==> src/rtl/io_input_pkg.sv <==
// Shared register map for the memory-mapped IO input peripheral.
// Offsets, ID word and register widths live here so every peripheral decodes the same way.
package io_input_pkg;

    localparam int unsigned IO_REG_W        = 16;
    localparam int unsigned IO_SW_W         = 10;
    localparam int unsigned IO_KEY_W        = 4;
    localparam int unsigned IO_WINDOW_WORDS = 4;
    localparam logic [IO_REG_W-1:0] IO_ID_VALUE = 16'hA10F;

    typedef enum logic [1:0] {
        IO_REG_SW      = 2'd0,
        IO_REG_KEYLVL  = 2'd1,
        IO_REG_KEYFLAG = 2'd2,
        IO_REG_ID      = 2'd3
    } io_reg_e;

    function automatic logic [IO_REG_W-1:0] io_reg_word(
        input io_reg_e             sel,
        input logic [IO_SW_W-1:0]  sw,
        input logic [IO_KEY_W-1:0] lvl,
        input logic [IO_KEY_W-1:0] flag
    );
        logic [IO_REG_W-1:0] w;
        w = '0;
        case (sel)
            IO_REG_SW:      w[IO_SW_W-1:0]  = sw;
            IO_REG_KEYLVL:  w[IO_KEY_W-1:0] = lvl;
            IO_REG_KEYFLAG: w[IO_KEY_W-1:0] = flag;
            IO_REG_ID:      w               = IO_ID_VALUE;
            default:        w               = '0;
        endcase
        return w;
    endfunction

endpackage

==> src/rtl/io_input_debounce.sv <==
// One-bit 2-flop synchronizer followed by a consecutive-mismatch debounce counter.
module io_debounce #(
    parameter int unsigned DEBOUNCE_CYCLES = 50000,
    parameter logic        RESET_VAL       = 1'b0
) (
    input  logic clk,
    input  logic reset,
    input  logic din,
    output logic dout
);

    localparam logic [15:0] CNT_LAST = 16'(DEBOUNCE_CYCLES - 1);

    logic        sync1_q, sync2_q;
    logic [1:0]  prime_q;
    logic        deb_q, deb_d;
    logic [15:0] cnt_q, cnt_d;

    always_ff @(posedge clk or posedge reset) begin
        if (reset) begin
            sync1_q <= 1'b0;
            sync2_q <= 1'b0;
            prime_q <= '0;
            cnt_q   <= '0;
            deb_q   <= RESET_VAL;
        end else begin
            sync1_q <= din;
            sync2_q <= sync1_q;
            prime_q <= {prime_q[0], 1'b1};
            cnt_q   <= cnt_d;
            deb_q   <= deb_d;
        end
    end

    // Counting waits until the synchronizer holds real samples, so the reset-cleared
    // flops cannot be mistaken for a press on a key whose output resets to released.
    always_comb begin
        deb_d = deb_q;
        cnt_d = '0;
        if (prime_q[1] && (sync2_q != deb_q)) begin
            if (cnt_q == CNT_LAST) begin
                deb_d = sync2_q;
            end else begin
                cnt_d = cnt_q + 16'd1;
            end
        end
    end

    assign dout = deb_q;

endmodule

==> src/rtl/io_input.sv <==
// Memory-mapped switch/key input block: debounced levels, sticky clear-on-read press flags,
// and a 4-word read window with single-cycle registered read data.
module io_input
    import io_input_pkg::*;
#(
    parameter int unsigned DATA_WIDTH      = 16,
    parameter int unsigned DEBOUNCE_CYCLES = 50000,
    parameter logic [15:0] BASE_ADDR       = 16'h3FF0
) (
    input  logic                  clk,
    input  logic                  reset,
    input  logic [IO_SW_W-1:0]    switches,
    input  logic [IO_KEY_W-1:0]   keys,
    input  logic [15:0]           addr,
    input  logic                  re,
    output logic [DATA_WIDTH-1:0] dataOut,
    output logic                  hit,
    output logic                  irq
);

    localparam int unsigned NBITS = IO_SW_W + IO_KEY_W;

    logic [NBITS-1:0]      raw, deb;
    logic [IO_SW_W-1:0]    sw;
    logic [IO_KEY_W-1:0]   lvl, lvl_prev_q, press;
    logic [IO_KEY_W-1:0]   flag_q, flag_d;
    logic [DATA_WIDTH-1:0] data_q, data_d;
    logic                  hit_q, hit_d;
    logic [15:0]           offset;
    logic                  rd_acc;
    io_reg_e               reg_sel;

    assign raw = {keys, switches};

    for (genvar i = 0; i < NBITS; i++) begin : g_deb
        io_debounce #(
            .DEBOUNCE_CYCLES(DEBOUNCE_CYCLES),
            .RESET_VAL      (i >= IO_SW_W)
        ) u_deb (
            .clk  (clk),
            .reset(reset),
            .din  (raw[i]),
            .dout (deb[i])
        );
    end

    assign sw    = deb[IO_SW_W-1:0];
    assign lvl   = ~deb[NBITS-1:IO_SW_W];
    assign press = lvl & ~lvl_prev_q;

    // Wrapping subtraction keeps the window test within 16 bits even near the top of memory.
    assign offset  = addr - BASE_ADDR;
    assign rd_acc  = re && (offset < 16'(IO_WINDOW_WORDS));
    assign reg_sel = io_reg_e'(offset[1:0]);

    always_comb begin
        flag_d = flag_q;
        data_d = data_q;
        hit_d  = 1'b0;
        if (rd_acc) begin
            hit_d  = 1'b1;
            data_d = DATA_WIDTH'(io_reg_word(reg_sel, sw, lvl, flag_q));
            if (reg_sel == IO_REG_KEYFLAG) begin
                flag_d = '0;
            end
        end
        flag_d = flag_d | press;
    end

    always_ff @(posedge clk or posedge reset) begin
        if (reset) begin
            lvl_prev_q <= '0;
            flag_q     <= '0;
            data_q     <= '0;
            hit_q      <= 1'b0;
        end else begin
            lvl_prev_q <= lvl;
            flag_q     <= flag_d;
            data_q     <= data_d;
            hit_q      <= hit_d;
        end
    end

    assign dataOut = data_q;
    assign hit     = hit_q;
    assign irq     = |flag_q;

endmodule

==> config.mk <==
export PLATFORM = sky130hd
export DESIGN_NAME = io_input
export DESIGN_NICKNAME = d
export VERILOG_FILES = /design/src/rtl/io_input_pkg.sv /design/src/rtl/io_input_debounce.sv /design/src/rtl/io_input.sv
export SDC_FILE = /design/constraint.sdc
export NUM_CORES = 1
export LEC_CHECK = 0
export CAP_MARGIN = 20
export CORE_MARGIN = 10
export CORE_UTILIZATION = 60
export DETAILED_ROUTE_END_ITERATION = 8
export DONT_BUFFER_PORTS = 1
export GPL_ROUTABILITY_DRIVEN = 0
export PLACE_DENSITY = 0.76
export SLEW_MARGIN = 20
export SYNTH_ARGS = -nofsm -noshare
export SYNTH_HDL_FRONTEND = slang
export SYNTH_HIERARCHICAL = 1
export SYNTH_SLANG_ARGS = --single-unit
==> constraint.sdc <==
create_clock -name clk -period 1.95 [get_ports clk]
set_input_delay 0.2925 -clock clk [delete_from_list [all_inputs] [get_ports clk]]
set_output_delay 0.2925 -clock clk [all_outputs]
set_load 0.03 [all_outputs]
==> results of run 1 <==
[power by group through the flow]
stage / logic, mW / registers [mW] / clock network [mW]
after detailed placement: 0.326 / 6.78 / 0
after global routing: 0.412 / 6.67 / 7.07
final: 0.350 / 6.66 / 6.65
after floorplan: 0.283 / 6.77 / 0
after CTS: 0.363 / 6.66 / 6.80
after global placement: 0.319 / 6.78 / 0
[cells in the mapped netlist, types with 3 or more instances]
| cell type | n | area share |
|---|---|---|
| mux2_2 | 14 | 0.011 |
| mux2_1 | 5 | 0.0038 |
| nand2_1 | 39 | 0.0098 |
| conb_1 | 15 | 0.0038 |
| buf_6 | 15 | 0.011 |
| nand3_4 | 13 | 0.015 |
| ha_1 | 19 | 0.016 |
| nand4_2 | 14 | 0.012 |
| dfstp_2 | 4 | 0.0070 |
| inv_1 | 99 | 0.025 |
| nand2b_1 | 4 | 0.0017 |
| nor4b_1 | 26 | 0.015 |
| nand3_2 | 13 | 0.0087 |
| dfrtp_1 | 310 | 0.52 |
| nor4_1 | 4 | 0.0017 |
| nand4_4 | 14 | 0.020 |
| mux2i_1 | 5 | 0.0033 |
| nor2_1 | 268 | 0.067 |
| xor2_1 | 41 | 0.024 |
| a32oi_1 | 4 | 0.0023 |
| nor3_1 | 56 | 0.019 |
| and4b_1 | 13 | 0.0087 |
| o2bb2ai_1 | 4 | 0.0023 |
| nand4_1 | 29 | 0.012 |
| buf_4 | 5 | 0.0025 |
| or4b_1 | 3 | 0.0020 |
| nor4_2 | 53 | 0.044 |
| nand3_1 | 70 | 0.023 |
| and3_1 | 13 | 0.0054 |
| xnor2_1 | 169 | 0.099 |
[stage by stage]
stage	power (mW)	cells	worst slack, ns
after floorplan	7.050	1354	0.1957
after global placement	7.095	1664	0.1911
after detailed placement	7.109	1664	0.1922
after CTS	13.83	1738	0.007811
after global routing	14.15	1738	0.03418
final	13.66	1738	0.1133
[layout by cell type (no fill, tap or decap), types with 6 or more instances in the layout]
master,synthesis,final
mux2_2,14,14
dlygate4sd3_1,0,15
nand4_4,14,14
clkbuf_8,0,6
nor3_1,56,56
nor2_1,268,268
nand2_1,39,39
conb_1,15,18
inv_1,99,99
nand3_2,13,13
nor4_2,53,53
nand4_2,14,14
nand3_1,70,70
dfrtp_1,310,310
clkbuf_16,0,37
and3_1,13,13
xnor2_1,169,169
and4b_1,13,13
nand4_1,29,29
nor4b_1,26,26
xor2_1,41,41
nand3_4,13,13
buf_4,5,6
ha_1,19,19
[final cells by class]
class / instances / area share
flip-flops and latches: 314 / 0.4740
clock buffers: 47 / 0.06171
inverters: 99 / 0.02240
multi-input cells: 921 / 0.3965
clock inverters: 12 / 0.009128
well taps: 324 / 0.02444
repair buffers: 21 / 0.01177
[sequential cells by signal, indices dropped and copies added, names as in the netlist]
name and flops:
hit 1, g_deb.u_deb/sync2_q 14, flag_q 4, g_deb.u_deb/cnt_q 224, dataOut 11, g_deb.u_deb/dout 14, g_deb.u_deb/sync1_q 14, lvl_prev_q 4
g_deb.u_deb/prime_q 28
[layer usage]
metal	part of all wire	GRT usage	routed length [um]	vias up
met4	0.024	0.05766	659	2
met1	0.45	0.2297	12200	4667
li1	-	-	-	4628
met5	0.00048	0	13	-
met3	0.046	0.03700	1247	44
met2	0.48	0.2837	12890	135
[path summary, 6_finish.rpt]
kind,from,cells past startpoint,slack (ns),to
min in group asynchronous,reset,2,0.90,g_deb[4].u_deb/cnt_q[11]$_DFF_PP0_
hold reg to reg,g_deb[12].u_deb/sync1_q$_DFF_PP0_,0,0.33,g_deb[12].u_deb/sync2_q$_DFF_PP0_
setup reg to reg,g_deb[3].u_deb/cnt_q[4]$_DFF_PP0_,4,0.11,g_deb[3].u_deb/dout$_DFFE_PP0P_
hold / removal,addr[8],3,0.15,flag_q[2]$_DFF_PP0_
setup / recovery,g_deb[3].u_deb/cnt_q[4]$_DFF_PP0_,4,0.11,g_deb[3].u_deb/dout$_DFFE_PP0P_
max in group asynchronous,reset,2,0.45,dataOut[6]$_DFFE_PP0N_
[repair_timing]
action,4_1_cts,5_1_grt
gates resized for setup,0,1
endpoints found under the setup margin,0,1
hold endpoints to repair,324,0
hold buffers,15,0
[logic make-up after synthesis]
logic type,after synthesis,synth area share
AND/OR/NAND/NOR,640,0.2716
multiplexers,25,0.01860
adder cells (fa/ha/maj),19,0.01585
buffers and inverters,119,0.03853
AO/OA/AOI/OAI,9,0.005003
other,15,0.003753
XOR/XNOR,210,0.1226
flip-flops,314,0.5241
[worst max-delay path: stages, from the launching register on]
cell and delay, ns:
dfrtp_1 0.41, or4b_1 0.54, nor4_2 0.37, nand2_1 0.11
mux2_4 0.30
==> impl_metrics.json, run 1 <==
{
  "hold_slack_ns": 0.1498,
  "synth_edf_count": 0,
  "synth-seq-cells": 314,
  "vias": 9476,
  "synth_cells": 1351,
  "timing.final.crit_share": 0.9419,
  "post-route-util": 0.6780,
  "finalHoldViolations": 0,
  "routed_via_density": 5.452,
  "setup_viol_count_final": 0,
  "tns_ns": 0,
  "grt_max_degree": 22,
  "die_h_um": 178.1,
  "finalInstanceArea_sq_um": 16590,
  "syn_avg_cell_area_sq_um": 11.10,
  "powerDensity_nw_per_um2": 823.8,
  "grt_pass1_wl_um": 46550,
  "clock-sinks": 314,
  "die_area_sq_um": 31730,
  "wl_per_cell_um": 15.54,
  "route.detailed.drc": 0,
  "swShare": 0.2130,
  "fmax_ghz": 0.5445,
  "required_ns": 2.34,
  "clock_latency_ns": 0.51,
  "gr-total-overflow": 0,
  "yosys_warnings": 6,
  "cts_root_buffer": "clkbuf_16",
  "drtPass1Iterations": 4,
  "relSlewSlack": 0.3606,
  "async_flop_share": 1.000,
  "postCtsSetupBuffers": 0,
  "tightest_slew_ns": 0.9559,
  "min_path_type": "primary input to flop",
  "cts_tree": "yes",
  "seqPwrFrac": 0.488,
  "area_growth_pct": 10.56,
  "core_sq_um": 24460,
  "cts_max_path_buffers": 3,
  "die_width_um": 178.1,
  "synth_ff_type": "dfrtp_1",
  "fin_nets": 1443,
  "antenna_left": 0,
  "clkPwrFrac": 0.487,
  "regArea_sq_um": 7863,
  "cp_max_fo": 4,
  "worstSetupPathType": "flop to flop",
  "layout-drive-gt1-share": 0.1358,
  "start_util": 0.6133,
  "fillCellCount": 1764,
  "yosysUniqueCellTypes": 40,
  "p_sw_mw": 2.910,
  "syn_area_sq_um": 15000,
  "worstPathArrival_ns": 2.23,
  "status": "finished clean",
  "drv_cap": 0,
  "internal_power_mw": 10.75,
  "htreeDepth": 2,
  "io_buffers": 0,
  "cts_made_buffers": 34,
  "grt_usage": 0.1749,
  "wirelength_um": 27010,
  "drt_first_iter_violations": 518,
  "start_kind": "flop",
  "grt_setup_unrepaired": "no",
  "slew_violations": 0,
  "min_period_ns": 1.837,
  "clk_pin_slew_ns": 0.06,
  "leakagePower_nw": 6.743,
  "antenna_found_initial": 1,
  "finClkSkew_ns": 0.01347,
  "pin_count": 51,
  "p_comb_frac": 0.026,
  "num_antenna_cells": 0,
  "multi_input_area_sq_um": 6576,
  "ir_worst_vdd_v": 0.0007314,
  "dp_hpwl_um": 17860,
  "dpl-instance-area_sq_um": 15260,
  "cp-end-kind": "flop",
  "grt_pass1_vias": 9721,
  "synth_sequential_area_ratio": 0.5241,
  "num_rows": 57
}
No activity file was read; power rests on OpenSTA's default activity.
==> inputs of run 2 (changes only) <==
--- a/config.mk
+++ b/config.mk
@@ -7,11 +7,11 @@
 export LEC_CHECK = 0
 export CAP_MARGIN = 20
 export CORE_MARGIN = 10
-export CORE_UTILIZATION = 60
+export CORE_UTILIZATION = 35
 export DETAILED_ROUTE_END_ITERATION = 8
 export DONT_BUFFER_PORTS = 1
 export GPL_ROUTABILITY_DRIVEN = 0
-export PLACE_DENSITY = 0.76
+export PLACE_DENSITY = 0.49
 export SLEW_MARGIN = 20
 export SYNTH_ARGS = -nofsm -noshare
 export SYNTH_HDL_FRONTEND = slang
==> constraint.sdc (replaced) <==
create_clock -name clk -period 2.19 [get_ports clk]
set_input_delay 0.3285 -clock clk [delete_from_list [all_inputs] [get_ports clk]]
set_output_delay 0.3285 -clock clk [all_outputs]
set_load 0.03 [all_outputs]
==> impl_metrics.json, run 2 (synthesis results as in run 1) <==
{
  "status": "finished clean",
  "grt_pass1_vias": 9430,
  "ir_worst_vdd_v": 0.0004058,
  "layout.cells.non_filler": 1963,
  "tightest_slew_ns": 0.9684,
  "slew_violations": 0,
  "post-route-util": 0.4028,
  "cp_max_fo": 3,
  "final_common_cell": "dfrtp_1",
  "reg.largest.list": "g_deb.u_deb/cnt_q x224, g_deb.u_deb/prime_q x28",
  "wl_per_cell_um": 13.94,
  "place_inst": 1875,
  "powerDensity_nw_per_um2": 749.7,
  "die_width_um": 227.0,
  "layout_common_cells": "dfrtp_1 (310), nor2_1 (268), xnor2_1 (169)",
  "routed_via_density": 4.752,
  "num_rows": 75,
  "min_path_type": "primary input to flop",
  "relSlewSlack": 0.3523,
  "antenna_left": 0,
  "die_area_sq_um": 51540,
  "start_kind": "flop",
  "critPathTopFamily": "simple AND/OR/NAND/NOR gates",
  "critPathSlowestCell": "or4_1",
  "worstSetupPathType": "flop to output pin",
  "fmax_ghz": 0.5033,
  "setup_viol_count_final": 0,
  "grt_max_degree": 22,
  "htreeDepth": 2,
  "min_period_ns": 1.987,
  "grt_pass1_wl_um": 47870,
  "grt_usage": 0.1110,
  "cts_made_buffers": 39,
  "clock_latency_ns": 0.54,
  "clk_pin_slew_ns": 0.05,
  "required_ns": 1.86,
  "ctsResizeCount": 0,
  "cp-end-kind": "output pin",
  "cts_root_buffer": "clkbuf_16",
  "p_total_mw": 12.72,
  "fin_nets": 1444,
  "antenna_found_initial": 3,
  "finalHoldViolations": 0,
  "route.detailed.drc": 0,
  "crit_chain": "or4_1",
  "max_stage_delay_ns": 0.73,
  "drtPass1Iterations": 4,
  "drt_first_iter_violations": 495,
  "gr-total-overflow": 0,
  "timing.final.crit_share": 0.9072,
  "clock-sinks": 314,
  "path_buf_inv": 0,
  "pin_count": 51,
  "finClkSkew_ns": 0.01271,
  "layout-drive-gt1-share": 0.1378,
  "top_register": "g_deb.u_deb/cnt_q",
  "cts_max_path_buffers": 3,
  "cts_tree": "yes",
  "area_growth_pct": 13.12,
  "grt_setup_unrepaired": "no",
  "hold_slack_ns": 0.1368,
  "wirelength_um": 27360,
  "largest_reg_flops": 224,
  "worstPathArrival_ns": 1.66,
  "io_buffers": 0,
  "start_util": 0.3561,
  "leakagePower_nw": 6.799,
  "tns_ns": 0,
  "drv_cap": 0,
  "core_sq_um": 42130,
  "dp_hpwl_um": 18010,
  "vias": 9328,
  "die_h_um": 227.0
}
==> run 2: changes by cell type in the layout (fill, tap and decap cells not counted), moves of 2 or more <==
cell / previous run / this run
clkbuf_8: 6 / 11
buf_4: 6 / 2
clkbuf_1: 4 / 7
clkinv_2: 4 / 8
clkbuf_16: 37 / 41
clkinv_4: 3 / 0
diode_2: 0 / 2
==> run 2: metal layers <==
metal / up-vias / GRT usage / routed length, um
met5: - / 0 / 7
met4: 2 / 0.03633 / 625
met1: 4558 / 0.1495 / 13330
met3: 46 / 0.02973 / 1303
li1: 4621 / - / -
met2: 101 / 0.1703 / 12090
==> run 2: cell type report <==
| cell class | instances | area [sq um] |
|---|---|---|
| Timing Repair Buffer | 17 | 165.2 |
| Clock buffer | 59 | 1204 |
| Inverter | 99 | 371.6 |
| Clock inverter | 12 | 115.1 |
| Tap cell | 539 | 674.4 |
| Sequential cell | 314 | 7863 |
| Antenna cell | 2 | 5.005 |
| Fill cell | 4014 | 25160 |
| Multi-Input combinational cell | 921 | 6573 |
==> run 2: worst paths after layout <==
kind,startpoint,to,slack [ns],depth (start not counted)
hold reg to reg,g_deb[1].u_deb/prime_q[0]$_DFF_PP0_,g_deb[1].u_deb/prime_q[1]$_DFF_PP0_,0.35,0
min in group asynchronous,reset,g_deb[2].u_deb/prime_q[0]$_DFF_PP0_,0.93,2
hold / removal,addr[8],flag_q[2]$_DFF_PP0_,0.14,3
max in group asynchronous,reset,dataOut[7]$_DFFE_PP0N_,0.68,2
setup reg to reg,g_deb[3].u_deb/cnt_q[7]$_DFF_PP0_,g_deb[3].u_deb/dout$_DFFE_PP0P_,0.36,4
setup / recovery,flag_q[2]$_DFF_PP0_,irq,0.20,1
==> run 2: per-stage QoR <==
stage / setup WS (ns) / area, sq um
6_report: 0.2032 / 16970
5_1_grt: 0.1464 / 16970
4_1_cts: 0.1630 / 16970
3_5_place_dp: 0.3276 / 15500
2_1_floorplan: 0.4357 / 15010
3_3_place_gp: 0.3553 / 15500
==> run 2: timing repair <==
item | in CTS | in global routing
buffers inserted | 0 | 0
endpoints found under the hold margin | 324 | 0
hold buffers | 15 | 0
==> run 2: power by group <==
group	internal (mW)	leakage, nW	switching, mW
Combinational	0.0657	1.99	0.245
Clock	4.02	0.652	2.45
Sequential	5.88	4.16	0.0524
